<file path="src/rtl/ctrl_pkg.sv">
// Shared opcodes, state encoding, instruction classes and ALU-select bit
// positions for the hardwired control sequencer.
package ctrl_pkg;

   localparam int OP_W  = 5;
   localparam int NREG  = 16;
   localparam int ALU_W = 14;

   localparam logic [OP_W-1:0] OP_ADD  = 5'b00011;
   localparam logic [OP_W-1:0] OP_SUB  = 5'b00100;
   localparam logic [OP_W-1:0] OP_AND  = 5'b00101;
   localparam logic [OP_W-1:0] OP_OR   = 5'b00110;
   localparam logic [OP_W-1:0] OP_ROR  = 5'b00111;
   localparam logic [OP_W-1:0] OP_ROL  = 5'b01000;
   localparam logic [OP_W-1:0] OP_SHR  = 5'b01001;
   localparam logic [OP_W-1:0] OP_SHRA = 5'b01010;
   localparam logic [OP_W-1:0] OP_SHL  = 5'b01011;
   localparam logic [OP_W-1:0] OP_DIV  = 5'b01111;
   localparam logic [OP_W-1:0] OP_MUL  = 5'b10000;
   localparam logic [OP_W-1:0] OP_NEG  = 5'b10001;
   localparam logic [OP_W-1:0] OP_NOT  = 5'b10010;
   localparam logic [OP_W-1:0] OP_NOP  = 5'b11010;
   localparam logic [OP_W-1:0] OP_HALT = 5'b11011;

   typedef enum logic [3:0] {
      S_RESET = 4'd0,
      S_T0    = 4'd1,
      S_T1    = 4'd2,
      S_T2    = 4'd3,
      S_T3    = 4'd4,
      S_T4    = 4'd5,
      S_T5    = 4'd6,
      S_T6    = 4'd7,
      S_HALT  = 4'd8
   } state_t;

   typedef enum logic [2:0] {
      CLS_ALU    = 3'd0,
      CLS_MULDIV = 3'd1,
      CLS_UNARY  = 3'd2,
      CLS_NOP    = 3'd3,
      CLS_HALT   = 3'd4,
      CLS_UNDEF  = 3'd5
   } op_class_t;

   localparam int ALU_AND  = 0;
   localparam int ALU_ADD  = 1;
   localparam int ALU_SUB  = 2;
   localparam int ALU_MUL  = 3;
   localparam int ALU_DIV  = 4;
   localparam int ALU_SHR  = 5;
   localparam int ALU_SHRA = 6;
   localparam int ALU_SHL  = 7;
   localparam int ALU_ROR  = 8;
   localparam int ALU_ROL  = 9;
   localparam int ALU_OR   = 10;
   localparam int ALU_NEG  = 11;
   localparam int ALU_NOT  = 12;
   localparam int ALU_RSVD = 13;

   function automatic logic [NREG-1:0] reg_sel(input logic [3:0] r);
      logic [NREG-1:0] s;
      s    = '0;
      s[r] = 1'b1;
      return s;
   endfunction

endpackage

</file>
<file path="src/rtl/instr_decode.sv">
// Combinational opcode decode: instruction class, one-hot ALU select and
// undefined-opcode flag.
module instr_decode
   import ctrl_pkg::*;
(
   input  logic [OP_W-1:0]  op_i,
   output op_class_t        cls_o,
   output logic [ALU_W-1:0] alu_o,
   output logic             illegal_o
);

   always_comb begin
      cls_o = CLS_UNDEF;
      alu_o = '0;
      case (op_i)
         OP_ADD:  begin cls_o = CLS_ALU;    alu_o[ALU_ADD]  = 1'b1; end
         OP_SUB:  begin cls_o = CLS_ALU;    alu_o[ALU_SUB]  = 1'b1; end
         OP_AND:  begin cls_o = CLS_ALU;    alu_o[ALU_AND]  = 1'b1; end
         OP_OR:   begin cls_o = CLS_ALU;    alu_o[ALU_OR]   = 1'b1; end
         OP_ROR:  begin cls_o = CLS_ALU;    alu_o[ALU_ROR]  = 1'b1; end
         OP_ROL:  begin cls_o = CLS_ALU;    alu_o[ALU_ROL]  = 1'b1; end
         OP_SHR:  begin cls_o = CLS_ALU;    alu_o[ALU_SHR]  = 1'b1; end
         OP_SHRA: begin cls_o = CLS_ALU;    alu_o[ALU_SHRA] = 1'b1; end
         OP_SHL:  begin cls_o = CLS_ALU;    alu_o[ALU_SHL]  = 1'b1; end
         OP_MUL:  begin cls_o = CLS_MULDIV; alu_o[ALU_MUL]  = 1'b1; end
         OP_DIV:  begin cls_o = CLS_MULDIV; alu_o[ALU_DIV]  = 1'b1; end
         OP_NEG:  begin cls_o = CLS_UNARY;  alu_o[ALU_NEG]  = 1'b1; end
         OP_NOT:  begin cls_o = CLS_UNARY;  alu_o[ALU_NOT]  = 1'b1; end
         OP_NOP:  cls_o = CLS_NOP;
         OP_HALT: cls_o = CLS_HALT;
         default: cls_o = CLS_UNDEF;
      endcase
   end

   assign illegal_o = (cls_o == CLS_UNDEF);

endmodule

</file>
<file path="src/rtl/control_sequencer.sv">
// Hardwired control unit: fetch (T0-T2) and execute (T3-T6) sequencing that
// drives the datapath's one-hot bus, load-enable, ALU and memory strobes.
//
//   state   | meaning
//   --------+-------------------------------------------------------------
//   RESET   | Clear asserted or first cycle after release; all outputs 0
//   T0      | PC onto bus, load MAR, start PC increment into Z
//   T1      | memory read into MDR; first cycle also writes PC+1 back
//   T2      | MDR onto bus, load IR
//   T3      | first execute step (operand rb, or unary op, or nop/halt)
//   T4      | ALU op with rc into Z, or unary writeback
//   T5      | Z low writeback to ra, or LO load for mul/div
//   T6      | Z high into HI (mul/div only)
//   HALT    | stopped; only Clear exits
module control_sequencer
   import ctrl_pkg::*;
#(
   parameter int MEM_LAT = 1,
   parameter int CNT_W   = 4
)(
   input  logic             Clock,
   input  logic             Clear,
   input  logic [31:0]      IR,
   input  logic             Stop,
   output logic             PCout,
   output logic             Zlowout,
   output logic             Zhighout,
   output logic             MDRout,
   output logic             LOout,
   output logic             HIout,
   output logic [NREG-1:0]  RegOut,
   output logic             PCin,
   output logic             MARin,
   output logic             MDRin,
   output logic             IRin,
   output logic             Yin,
   output logic             Zin,
   output logic             LOin,
   output logic             HIin,
   output logic [NREG-1:0]  RegIn,
   output logic             IncPC,
   output logic             Read,
   output logic [ALU_W-1:0] AluCtl,
   output logic             Run,
   output logic             Illegal
);

   localparam logic [CNT_W-1:0] CNT_LAST = CNT_W'(MEM_LAT - 1);

   state_t           state_q, state_d;
   logic [CNT_W-1:0] cnt_q, cnt_d;
   logic             illegal_q, illegal_d;

   logic [OP_W-1:0]  op;
   logic [3:0]       ra, rb, rc;
   op_class_t        cls;
   logic [ALU_W-1:0] alu_sel;
   logic             op_undef;
   logic             ir_unused;

   assign op        = IR[31:27];
   assign ra        = IR[26:23];
   assign rb        = IR[22:19];
   assign rc        = IR[18:15];
   assign ir_unused = ^IR[14:0];

   instr_decode u_decode (
      .op_i      (op),
      .cls_o     (cls),
      .alu_o     (alu_sel),
      .illegal_o (op_undef)
   );

   // Stop is only honoured on the edge that would otherwise return to T0.
   always_comb begin
      state_d   = state_q;
      cnt_d     = cnt_q;
      illegal_d = illegal_q;
      case (state_q)
         S_RESET: state_d = S_T0;
         S_T0:    state_d = S_T1;
         S_T1: begin
            if (cnt_q == CNT_LAST) begin
               cnt_d   = '0;
               state_d = S_T2;
            end else begin
               cnt_d   = cnt_q + 1'b1;
            end
         end
         S_T2:    state_d = S_T3;
         S_T3: begin
            case (cls)
               CLS_ALU, CLS_MULDIV, CLS_UNARY: state_d = S_T4;
               CLS_NOP:  state_d = Stop ? S_HALT : S_T0;
               CLS_HALT: state_d = S_HALT;
               default: begin
                  illegal_d = 1'b1;
                  state_d   = S_HALT;
               end
            endcase
         end
         S_T4: begin
            if (cls == CLS_ALU || cls == CLS_MULDIV) state_d = S_T5;
            else                                      state_d = Stop ? S_HALT : S_T0;
         end
         S_T5: begin
            if (cls == CLS_MULDIV) state_d = S_T6;
            else                   state_d = Stop ? S_HALT : S_T0;
         end
         S_T6:    state_d = Stop ? S_HALT : S_T0;
         S_HALT:  state_d = S_HALT;
         default: state_d = S_RESET;
      endcase
   end

   always_ff @(posedge Clock or posedge Clear) begin
      if (Clear) begin
         state_q   <= S_RESET;
         cnt_q     <= '0;
         illegal_q <= 1'b0;
      end else begin
         state_q   <= state_d;
         cnt_q     <= cnt_d;
         illegal_q <= illegal_d;
      end
   end

   always_comb begin
      PCout    = 1'b0;
      Zlowout  = 1'b0;
      Zhighout = 1'b0;
      MDRout   = 1'b0;
      LOout    = 1'b0;
      HIout    = 1'b0;
      RegOut   = '0;
      PCin     = 1'b0;
      MARin    = 1'b0;
      MDRin    = 1'b0;
      IRin     = 1'b0;
      Yin      = 1'b0;
      Zin      = 1'b0;
      LOin     = 1'b0;
      HIin     = 1'b0;
      RegIn    = '0;
      IncPC    = 1'b0;
      Read     = 1'b0;
      AluCtl   = '0;
      Run      = 1'b0;
      case (state_q)
         S_T0: begin
            Run   = 1'b1;
            PCout = 1'b1;
            MARin = 1'b1;
            IncPC = 1'b1;
            Zin   = 1'b1;
         end
         S_T1: begin
            Run   = 1'b1;
            Read  = 1'b1;
            MDRin = 1'b1;
            if (cnt_q == '0) begin
               Zlowout = 1'b1;
               PCin    = 1'b1;
            end
         end
         S_T2: begin
            Run    = 1'b1;
            MDRout = 1'b1;
            IRin   = 1'b1;
         end
         S_T3: begin
            Run = 1'b1;
            if (cls == CLS_ALU || cls == CLS_MULDIV) begin
               RegOut = reg_sel(rb);
               Yin    = 1'b1;
            end else if (cls == CLS_UNARY) begin
               RegOut = reg_sel(rb);
               AluCtl = alu_sel;
               Zin    = 1'b1;
            end
         end
         S_T4: begin
            Run = 1'b1;
            if (cls == CLS_ALU || cls == CLS_MULDIV) begin
               RegOut = reg_sel(rc);
               AluCtl = alu_sel;
               Zin    = 1'b1;
            end else if (cls == CLS_UNARY) begin
               Zlowout = 1'b1;
               RegIn   = reg_sel(ra);
            end
         end
         S_T5: begin
            Run = 1'b1;
            if (cls == CLS_MULDIV) begin
               Zlowout = 1'b1;
               LOin    = 1'b1;
            end else if (cls == CLS_ALU) begin
               Zlowout = 1'b1;
               RegIn   = reg_sel(ra);
            end
         end
         S_T6: begin
            Run = 1'b1;
            if (cls == CLS_MULDIV) begin
               Zhighout = 1'b1;
               HIin     = 1'b1;
            end
         end
         default: ;
      endcase
   end

   assign Illegal = illegal_q;

endmodule

</file>
<file path="config.mk">
export PLATFORM = sky130hd
export DESIGN_NAME = control_sequencer
export DESIGN_NICKNAME = d
export VERILOG_FILES = /design/src/rtl/ctrl_pkg.sv /design/src/rtl/instr_decode.sv /design/src/rtl/control_sequencer.sv
export SDC_FILE = /design/constraint.sdc
export NUM_CORES = 1
export LEC_CHECK = 0
export CORE_MARGIN = 5
export CORE_UTILIZATION = 38
export CTS_CLUSTER_SIZE = 8
export DETAILED_ROUTE_END_ITERATION = 10
export GPL_TIMING_DRIVEN = 0
export PLACE_DENSITY_LB_ADDON = 0.1
export SLEW_MARGIN = 15
export SYNTH_ARGS = -nofsm -noshare
export SYNTH_HDL_FRONTEND = slang
export SYNTH_SLANG_ARGS = --single-unit
</file>
<file path="constraint.sdc">
create_clock -name Clock -period 2.31 [get_ports Clock]
set_input_delay 0.231 -clock Clock [delete_from_list [all_inputs] [get_ports Clock]]
set_output_delay 0.231 -clock Clock [all_outputs]
set_load 0.005 [all_outputs]
</file>
After elaboration in Yosys (flattened, before gate mapping) --
Cells that the tools add are included.
Cells by class: add/sub/neg operators 1, multipliers 0, divide/modulo/power cells 0, order comparisons 6, eq/ne operators 28, shifts and indexed selects 0, multiplexer cells 57, bitwise logic cells 1, reduce and logical (&&, ||, !) cells 14
Operators by type and width (count):
- 16-bit two-way mux | 7
- 16-bit one-hot mux with 2 select lines | 2
- 13-bit two-way mux | 3
- 4-bit one-hot mux with 9 select lines | 1
- 1-bit two-way mux | 31
- 13-bit one-hot mux with 2 select lines | 1
- 5-bit by 4-bit equality test with 1-bit output, second input constant | 5
- 5-bit equality test, second input constant | 5
- 5-bit by 3-bit equality test with 1-bit output, second input constant | 4
- 4-bit two-way mux | 5
- 4-bit by 3-bit equality test with 1-bit output, second input constant | 4
- 4-bit by 5-bit < comparator with 1-bit output, second input constant | 3
- 3-bit one-hot mux with 5 select lines | 1
- 1-bit demux with 4-bit select | 3
- 4-bit by 1-bit greater-or-equal comparator with 1-bit output, second input constant | 3
- 9-bit OR reduction | 1
- 4-bit by 2-bit equality test with 1-bit output, second input constant | 2
- 4-bit logical NOT | 2
- 4-bit one-hot mux with 2 select lines | 1
- 7-bit OR reduction | 1
- 3-bit by 2-bit equality test with 1-bit output, second input constant | 2
- 1-bit one-hot mux with 3 select lines | 2
- 5-bit by 2-bit equality test with 1-bit output, second input constant | 1
- 5-bit OR reduction | 1
- 13 further kinds | 16
Word-level totals: bits in registers 9, bits in latches 0, bits in writable memories 0, ROM bits 0, output and inout port bits 64, memories kept 0

Depth between registers and ports, before layout --
Gate-level depths: netlist of run 1.
depth after elaboration 7, mapped depth 7

By module --
A second synthesis of run 1 with hierarchy kept.
Unflattened totals: cells, all modules 223, area, all modules 1582.8 µm²
Modules (own cells, without submodules):
- control_sequencer | instances 1, cells each 177, area each 1296.2 µm²
- instr_decode | instances 1, cells each 46, area each 286.5 µm²

Worst setup path before layout of run 1 --
OpenSTA, ideal clock, no wires.
path kind flip-flop to output port, start point register state_q[3], end point output port RegIn[12], arrival time 1627 ps, setup slack 452 ps, cell stages (with the launch flop) 7, path buffers 1, cells stage by stage dfrtp_1 > and2b_1 > nand2_1 > a2111oi_4 > a21oi_2 > buf_6 > nor4_1
Between the ends: longest elaborated chain between the ends 2
RTL lines:
- from (decl) | RTL line control_sequencer.sv:50 | state_t state_q, state_d;
- from (signal assigned) | RTL line control_sequencer.sv:122 | state_q <= state_d;
- 4-bit by 3-bit equality test with 1-bit output | RTL line control_sequencer.sv:149 | case (state_q)
- 16-bit one-hot mux with 2 select lines * | RTL line control_sequencer.sv:149
- to (decl) | RTL line control_sequencer.sv:40 | output logic [NREG-1:0] RegIn,
Every way passes the cells marked *; elsewhere a longest branch is shown, timed or not.

Final worst setup path of run 1 --
start point register state_q[3], end point output port RegIn[14]
Same word-level chain as after synthesis.

==> impl_results.md, run 1 <==
- Clock Pin Slew Worst Setup and Hold Paths: 40 ps
- Commonest non-fill, non-tap cell in the layout: buf_4
- Routed vias: 2,210
- CP Cell Sequence: and2b_2 -> nand2_4 -> a2111oi_4 -> a21oi_4 -> buf_6 -> nor3_2 -> buf_2
- Critical Path RT: 2080 ps
- Worst Path Max Fanout: 8
- Flops & latches, synth: 9
- Most frequent cells in the layout: buf_4 (37), clkdlybuf4s50_1 (26), buf_2 (17), dlygate4sd2_1 (17), nand2_1 (16)
- Post-DP HPWL: 4170 microns
- DRT Pass-1 Iters: 4
- CP endpoint kind: output pin
- Minimum clock period: 2320 ps
- Worst R2R Setup Slack: 780 ps
- Placement-stage cell area: 2440 sq um
- Hold/Removal Path Class: input pin to asynchronous set/reset pin
- Wire length per cell: 16.1 microns
- YS warnings: 0
- Maxcap violations: 0
- Number of hold buffers added after CTS: 0
- Top Ports: 99
- DRC Markers: 0
- CP max stage delay: 450 ps
- Predominant post-synthesis flop cell: dfrtp_1
- Area occupied by multi-input gates: 1530 sq um
- Outcome: finished with violations
- GR Overflow Total: 0
- Cell Rows: 23
- Core area: 4060 sq um
- Die Ht: 75.0 microns
- Die area: 5630 sq um
- CTS Buf Count: 3
- CP Data Arrival Time: 2090 ps
- Register area: 228 sq um
- Initial Util: 39.6%
- Root Buffer: clkbuf_8
- CP max-delay cell: a2111oi_4
- Final Net Count: 369
- Sequential fraction of the synthesis area: 14.0%
- Failing checks: setup timing
- Post-Syn Instances: 220
- Hold Vio Cnt, Final: 0
- RSZ-0062 raised after global routing: true
- GRT Total Usage: 20.1%
- Cell Pwr Density: 535 nW/um^2
- Largest net degree at the start of global routing: 11
- Top cell type's share of synthesized area: 14.0%
- Type of the worst setup path: flop to output pin
- CP Launch Type: flop
- H-Tree Depth: 1
- RD Place Congestion: 0.885
- DRT Wirelength: 6140 microns
- Leak: 0.00121 uW
- FF-to-FF Start: state_q[1]
- Synth async-reset ratio: 100%
- Clock Latency Late Sink: 230 ps
- ANT nets after route: 0
- R2R Path End: cnt_q[2]
- Total power: 1570 uW
- Dominant cells by area after synthesis: dfrtp_1 (14%), nor4_1 (5.8%), nand2b_1 (5.1%)
- Max Buffers Root-to-Sink: 2
- Worst slew margin relative to its limit: 52.1%
- Hold WS: 271 ps
- Port-buffer cells: 76
- P&R area growth vs syn: 82.6%
- Mean Syn Cell Area: 7.31 sq um
- Cell taking the most area after synthesis: dfrtp_1
- Tightest Pin Transition: 718 ps
- Final-report max-slew violation count: 0
- Antenna violations before repair: 0
- Skew final: 1.59 ps
- Synth Cell Area: 1610 sq um
- R2R depth: 5
- Vias in the first global route: 2,023
- Fin Setup TNS: -14.4 ps
- Post-route cell area: 2940 sq um
- Synth cell types: 57
- Dpl ws: -649 ps
- Share of cells above drive strength 1: 42.6%
- CTS sink cnt: 9
- Final period util: 101%
- Diodes inserted: 0
- First-pass GRT wire length: 9170 microns
- Clock tree from TritonCTS: yes
- Fill cells: 321
- Setup violations, final: 1
- DIE WIDTH: 75.0 microns
- 1st-iter DRT viols: 231
- Max VDD drop: 0.672 mV
- Fin worst setup slack: -14.4 ps
- Via density: 5.80
- EDFF count, synth: 0
- Fmax: 430 MHz
==> report_power, final <==
part / total [uW] / internal [uW] / switching [uW]
Combinational: 1130 / 565 / 564
Clock: 176 / 120 / 56.5
Sequential: 264 / 200 / 64.2
Total: 1570 / 885 / 685
==> cells in the mapped netlist, types with 3 or more instances <==
master,n
or2_2,3
nor2b_1,4
o32ai_1,3
and2b_1,3
nand4_1,8
inv_1,5
nand4b_1,4
nand3_1,7
nand2b_1,13
nor4_1,15
buf_2,3
buf_4,9
a21oi_1,8
nor3_1,15
dfrtp_1,9
nand2_1,17
xnor2_1,4
buf_6,5
nor2_1,16
clkbuf_1,3
o21ai_0,6
o22ai_1,12
nor4b_1,4
==> per-layer routing <==
metal / wire (microns) / GRT usage (%) / part of all wire (%) / up-vias
li1: - / - / - / 1049
met1: 2520 / 26.3 / 41 / 1048
met2: 3040 / 33.4 / 49 / 107
met3: 552 / 4.14 / 9.0 / 6
met4: 36 / 5.93 / 0.59 / 0
met5: 0 / 0 / 0 / -
==> how the worst max path moves through the flow <==
| stage | startpoint | slack [ps] | to |
|---|---|---|---|
| after floorplan | state_q[3] | 450 | RegIn[12] |
| after global placement | IR[31] | -660 | RegIn[4] |
| after detailed placement | IR[31] | -650 | RegIn[12] |
| after CTS | IR[30] | -20 | RegOut[13] |
| after global routing | state_q[3] | -110 | RegIn[14] |
| final | state_q[3] | -10 | RegIn[14] |
==> critical path: cells and delay by family, from the launching register on <==
family	cells	cell delay (ps)
AO/OA/AOI/OAI	2	590
flip-flops	1	430
AND/OR/NAND/NOR	3	510
buffers and inverters	2	320
==> cells by family (layout without fill, tap and decap cells) <==
logic type	count (synthesis)	in the layout	share of synthesized area, %
buffers and inverters	29	138	12.2
adder cells (fa/ha/maj)	2	2	1.56
other	1	3	0.233
flip-flops	9	9	14.0
XOR/XNOR	4	4	2.18
AND/OR/NAND/NOR	125	125	45.7
multiplexers	1	1	0.700
AO/OA/AOI/OAI	49	49	23.4
==> flip-flops by register name, summed over array words and instances, names as in the netlist <==
signal	cells
Illegal	1
cnt_q	4
state_q	4
==> metrics by stage <==
stage          util [%]  instances
3_5_place_dp       60.1        348
4_1_cts            68.0        370
6_report           72.4        381
3_3_place_gp       60.1        348
5_1_grt            72.4        381
2_1_floorplan         -        222
==> layout make-up <==
cell class                      count  share of cell area [%]
Multi-Input combinational cell    184                    52.0
Timing Repair Buffer              106                    29.4
Sequential cell                     9                    7.75
Buffer                             22                    6.35
Tap cell                           50                    2.13
Clock buffer                        4                    1.53
Inverter                            6                   0.895
==> timing repair <==
action | 4_1_cts | 5_1_grt
resized for setup | 130 | 68
endpoints found under the setup margin | 53 | 40
gates cloned | 1 | 0
pin swaps | 24 | 22
buffers inserted | 18 | 11
No activity file was read; power rests on OpenSTA's default activity.
==> run 2: changes to the inputs <==
CORE_MARGIN = default   (was 5)
==> run 2 against run 1 <==
The flow now finishes without violations. Critical path depth grew 1. Count of clock-buffer cells in the layout shrank 1. Final area shrank 2.9%. Wire length shrank 9.4%. Register-to-register slack lost 60 ps. Die area shrank 20%. Via count shrank 3.4%. Setup slack gained 16 ps. Clock skew grew 1.7 ps. Power grew 2.2%. Combinational power is essentially flat. First-iteration DRC count shrank 6.1%. Critical endpoint is now RegIn[6]. Largest cell class unchanged.
==> impl_results.md, run 2 (synthesis results as in run 1) <==
- Skew final: 3.30 ps
- RD Place Congestion: 0.919
- Clock Latency Late Sink: 240 ps
- Die area: 4500 sq um
- Antenna violations before repair: 0
- Clock Pin Slew Worst Setup and Hold Paths: 50 ps
- Net switching power: 700 uW
- Max VDD drop: 0.690 mV
- Die Ht: 67.0 microns
- CTS Buf Count: 3
- Max Buffers Root-to-Sink: 2
- Finished Layout Cells: 375
- Critical Path RT: 2080 ps
- Total power: 1600 uW
- Final-report max-slew violation count: 0
- Number of hold buffers added after CTS: 0
- CP max stage delay: 440 ps
- GR Overflow Total: 0
- Int Pwr: 905 uW
- DRT Wirelength: 5570 microns
- Top Ports: 99
- Fmax: 433 MHz
- Maxcap violations: 0
- Port-buffer cells: 76
- GRT Total Usage: 23.9%
- Crit path top cell by count: buf_6
- Final Net Count: 363
- Hold Vio Cnt, Final: 0
- Via density: 5.69
- Reg power frac: 16.1%
- Cell Pwr Density: 563 nW/um^2
- Final period util: 99.9%
- H-Tree Depth: 1
- Cells after DPL: 348
- DRC Markers: 0
- Clock tree from TritonCTS: yes
- Root Buffer: clkbuf_8
- FF-to-FF Start: state_q[1]
- Worst Path Max Fanout: 8
- RSZ-0062 raised after global routing: true
- Wire length per cell: 14.8 microns
- Sw frac: 43.6%
- Share of cells above drive strength 1: 37.8%
- 1st-iter DRT viols: 217
- Hold/Removal Path Class: input pin to asynchronous set/reset pin
- CP Launch Type: flop
- Vias in the first global route: 1,866
- Post-DP HPWL: 3720 microns
- DIE WIDTH: 67.0 microns
- Commonest non-fill, non-tap cell in the layout: buf_4
- Cell Rows: 23
- Leak: 0.00122 uW
- CP max-delay cell: dfrtp_2
- Largest net degree at the start of global routing: 11
- CP Data Arrival Time: 2080 ps
- ANT nets after route: 0
- Outcome: completed
- Routed vias: 2,135
- First-pass GRT wire length: 8500 microns
- Type of the worst setup path: flop to output pin
- CTS sink cnt: 9
- Diodes inserted: 0
- Minimum clock period: 2310 ps
- CP Cell Sequence: buf_6 -> nor2_4 -> nand3_2 -> a21oi_2 -> a21oi_4 -> buf_6 -> nor4_2 -> clkdlybuf4s15_1
- Combinational share of power: 72.4%
- Initial Util: 39.9%
- Core area: 4030 sq um
- CP endpoint kind: output pin
- Most frequent cells in the layout: buf_4 (31), clkdlybuf4s50_1 (27), dlygate4sd2_1 (24)
- CP Launch Point: state_q[0]
- Clk pwr share: 11.5%
- Setup violations, final: 0
- P&R area growth vs syn: 77.4%
- DRT Pass-1 Iters: 4
## run 2: cell types whose count changed in the layout (fill, tap and decap cells not counted), moves of 4 or more
cell             before  now
buf_2                17    8
dlygate4sd2_1        17   24
buf_4                37   31
clkdlybuf4s15_2       4    0
nor4_1                4    8
nor4_4                4    0
## run 2: final timing paths
path / cells after the start / slack (ps) / endpoint
worst min register to register: 1 / 460 / Illegal
min in group Clock: 1 / 460 / Illegal
worst min-delay path: 2 / 250 / cnt_q[2]
max in group asynchronous: 2 / 1780 / state_q[2]
worst max register to register: 5 / 720 / cnt_q[2]
worst max-delay path: 8 / 2 / RegIn[6]
## run 2: worst max-delay path, delay by kind of cell, from the launching register on
| kind | cells | cell delay [ps] |
|---|---|---|
| AND/OR/NAND/NOR | 3 | 530 |
| buffers and inverters | 3 | 570 |
| AO/OA/AOI/OAI | 2 | 300 |
| flip-flops | 1 | 440 |
## run 2: timing repair
item	4_1_cts	5_1_grt
cloned	1	0
gates resized for setup	107	52
endpoints found under the setup margin	53	37
buffers inserted	19	4
pin swaps	17	7
## run 2: power groups by stage
stage,combinational [uW],clock [uW],sequential [uW]
after CTS,1070,188,250
after global routing,1250,198,263
after floorplan,529,0,239
final,1160,184,259
after global placement,895,0,254
after detailed placement,897,0,256
## run 2: layout make-up
type                            instances  area, sq um
Buffer                                 22          186
Clock buffer                            3         41.3
Clock inverter                          1         5.00
Fill cell                             321         1180
Inverter                                6         23.8
Multi-Input combinational cell        184         1460
Sequential cell                         9          229
Tap cell                               50         62.6
Timing Repair Buffer                  100          848
## run 2: stage by stage
stage               setup TNS (ps)  setup WS, ps  util [%]  area, sq um  hold WS, ps
CTS                              0          6.38      68.0         2740          268
global route                 -98.9         -43.3      70.8         2850          293
finish                           0          1.87      70.8         2850          253
detailed placement          -24090          -620      60.5         2440          455
global placement            -24240          -676      60.5         2440          442
floorplan                        0           452         -         1620         58.9
## run 2: layer usage
metal | part of all wire, % | vias up | GRT usage, % | routed length, microns
met4 | 0.81 | 0 | 5.85 | 45
met2 | 49 | 93 | 41.4 | 2750
met1 | 43 | 997 | 31.4 | 2410
met5 | 0 | - | 0 | 0
met3 | 6.6 | 5 | 2.05 | 367
li1 | - | 1040 | - | -
==> run 3: changes to the inputs <==
==> constraint.sdc (replaced) <==
create_clock -name Clock -period 2.31 [get_ports Clock]
set_input_delay 0.693 -clock Clock [delete_from_list [all_inputs] [get_ports Clock]]
set_output_delay 0.693 -clock Clock [all_outputs]
set_load 0.005 [all_outputs]
==> run 3 against run 2 <==
Final area up 27%. Critical path depth unchanged. Non-clock buffer count up 53. Hold slack better by 230 ps. Critical endpoint is now RegIn[1]. The flow now finishes with violations (setup timing). First-iteration DRC count up 22%. Maximum frequency down 26%. Global-route usage up 8.4 points. Sequential power up 5%. Combinational power up 42%.
==> impl_results.md, run 3 (synthesis results as in run 1) <==
- Maxcap violations: 0
- Wire length per cell: 22.4 microns
- Final Net Count: 416
- Max VDD drop: 0.658 mV
- Routed vias: 2,767
- Hold path depth: 1
- Commonest non-fill, non-tap cell in the layout: buf_4
- CP endpoint kind: output pin
- H-Tree Depth: 1
- Hold WS: 487 ps
- Top Ports: 99
- Leak: 0.00158 uW
- Clock Pin Slew Worst Setup and Hold Paths: 40 ps
- Core area: 4030 sq um
- GRT Total Usage: 32.3%
- Root Buffer: clkbuf_8
- FF-to-FF Start: state_q[0]
- CP Cell Sequence: buf_6 -> inv_1 -> nand2_4 -> a2111oi_4 -> a21oi_4 -> buf_6 -> nor4bb_1 -> buf_2
- Fmax: 320 MHz
- CP Launch Point: IR[28]
- Die area: 4500 sq um
- RD Place Congestion: 0.870
- CP max stage delay: 480 ps
- GR Overflow Total: 0
- First-pass GRT wire length: 11,100 microns
- Finished Layout Cells: 428
- DRT Pass-1 Iters: 5
- Register area: 230 sq um
- Share of cells above drive strength 1: 66.4%
- Worst R2R Setup Slack: 590 ps
- Reg power frac: 12.9%
- Diodes inserted: 0
- Hold Vio Cnt, Final: 0
- RSZ-0062 raised after global routing: true
- DRT Wirelength: 9570 microns
- Die Ht: 67.0 microns
- Largest net degree at the start of global routing: 11
- Fin Setup TNS: -30,690 ps
- Total power: 2110 uW
- DRC Markers: 0
- Clk pwr share: 8.8%
- Skew final: 0.233 ps
- Clock Latency Late Sink: 240 ps
- CP Data Arrival Time: 2430 ps
- Vias in the first global route: 2,272
- Most frequent cells in the layout: buf_4 (57), buf_2 (49), buf_6 (36)
- Worst Hold End: Illegal
- Worst Path Max Fanout: 8
- CTS sink cnt: 9
- Final period util: 135%
- Cell Pwr Density: 580 nW/um^2
- Fin worst setup slack: -811 ps
- Port-buffer cells: 76
- Outcome: finished with violations
- DIE WIDTH: 67.0 microns
- P&R area growth vs syn: 126%
- Cell Rows: 23
- Int Pwr: 1150 uW
- Via density: 6.46
- R2R depth: 9
- CP max-delay cell: a2111oi_4
- Net switching power: 954 uW
- Fill cells: 168
- Type of the worst setup path: input pin to output pin
- Post-DP HPWL: 4060 microns
- Minimum clock period: 3120 ps
- Crit path top cell by count: buf_6
- Antenna violations before repair: 0
- Clock tree from TritonCTS: yes
- Max Buffers Root-to-Sink: 2
- R2R Path End: cnt_q[2]
- Cells after DPL: 348
- Final-report max-slew violation count: 0
- Setup violations, final: 54
- Failing checks: setup timing
- Combinational share of power: 78.3%
- CTS Buf Count: 3
- Initial Util: 39.9%
- Sw frac: 45.3%
- ANT nets after route: 0
- 1st-iter DRT viols: 265
- Min-delay src: Illegal
- CP Launch Type: input pin
- Critical Path RT: 1620 ps
- Area occupied by multi-input gates: 1840 sq um
- Hold/Removal Path Class: flop to flop
==> run 3: cell types whose count changed in the layout (fill, tap and decap cells not counted), sizes merged <==
cell and delta:
clkdlybuf4s50 -17, buf +103, dlymetal6s2s -3, dlygate4sd2 -17
clkdlybuf4s15 -4, clkinv -1, clkbuf -8
==> run 3: what timing repair did <==
| action | in CTS | in global routing |
|---|---|---|
| gates resized for setup | 320 | 61 |
| endpoints found under the setup margin | 60 | 53 |
| pin swaps | 49 | 29 |
| cloned | 1 | 0 |
| hold buffers | 0 | 0 |
| buffers inserted | 53 | 23 |
==> run 3: area by class of cell <==
| type | count | share of cell area, % |
|---|---|---|
| multi-input cells | 184 | 50.6 |
| well taps | 50 | 1.72 |
| clock buffers | 4 | 1.24 |
| repair buffers | 153 | 33.6 |
| inverters | 6 | 0.758 |
| plain buffers | 22 | 5.75 |
| flip-flops and latches | 9 | 6.34 |
==> run 3: critical path, delay by kind of cell <==
family,cells,cell delay (ps)
AOI/OAI and AO/OA,2,580
buffers and inverters,4,660
and+or+nand+nor,2,480
==> run 3: how the worst max path moves through the flow <==
stage               cells past startpoint          to
floorplan                               6  RegOut[12]
global placement                        7    RegIn[6]
detailed placement                      7    RegIn[4]
CTS                                     8  RegOut[12]
global route                            8    RegIn[1]
finish                                  8    RegIn[1]
==> run 3: power by group through the flow <==
stage | Sequential, uW | Clock [uW] | Combinational (uW)
after floorplan | 239 | 0 | 549
after global placement | 255 | 0 | 922
after detailed placement | 256 | 0 | 925
after CTS | 260 | 189 | 1280
after global routing | 273 | 198 | 1700
final | 272 | 186 | 1650
==> run 3: routing by layer <==
| metal | wire length (microns) | GRT usage, % | vias up | part of all wire [%] |
|---|---|---|---|---|
| met5 | 0 | 0 | - | 0 |
| met4 | 543 | 14.1 | 0 | 5.7 |
| met3 | 849 | 4.62 | 71 | 8.9 |
| met2 | 4690 | 57.3 | 254 | 49 |
| met1 | 3490 | 37.9 | 1300 | 36 |
| li1 | - | - | 1142 | - |
==> run 3: per-stage QoR <==
| step | cell area (sq um) | util [%] | setup WS (ps) |
|---|---|---|---|
| after floorplan | 1760 | - | -376 |
| after global placement | 2590 | 64.2 | -1610 |
| after detailed placement | 2590 | 64.2 | -1600 |
| after CTS | 3240 | 80.5 | -682 |
| after global routing | 3630 | 90.2 | -900 |
| final | 3630 | 90.2 | -811 |
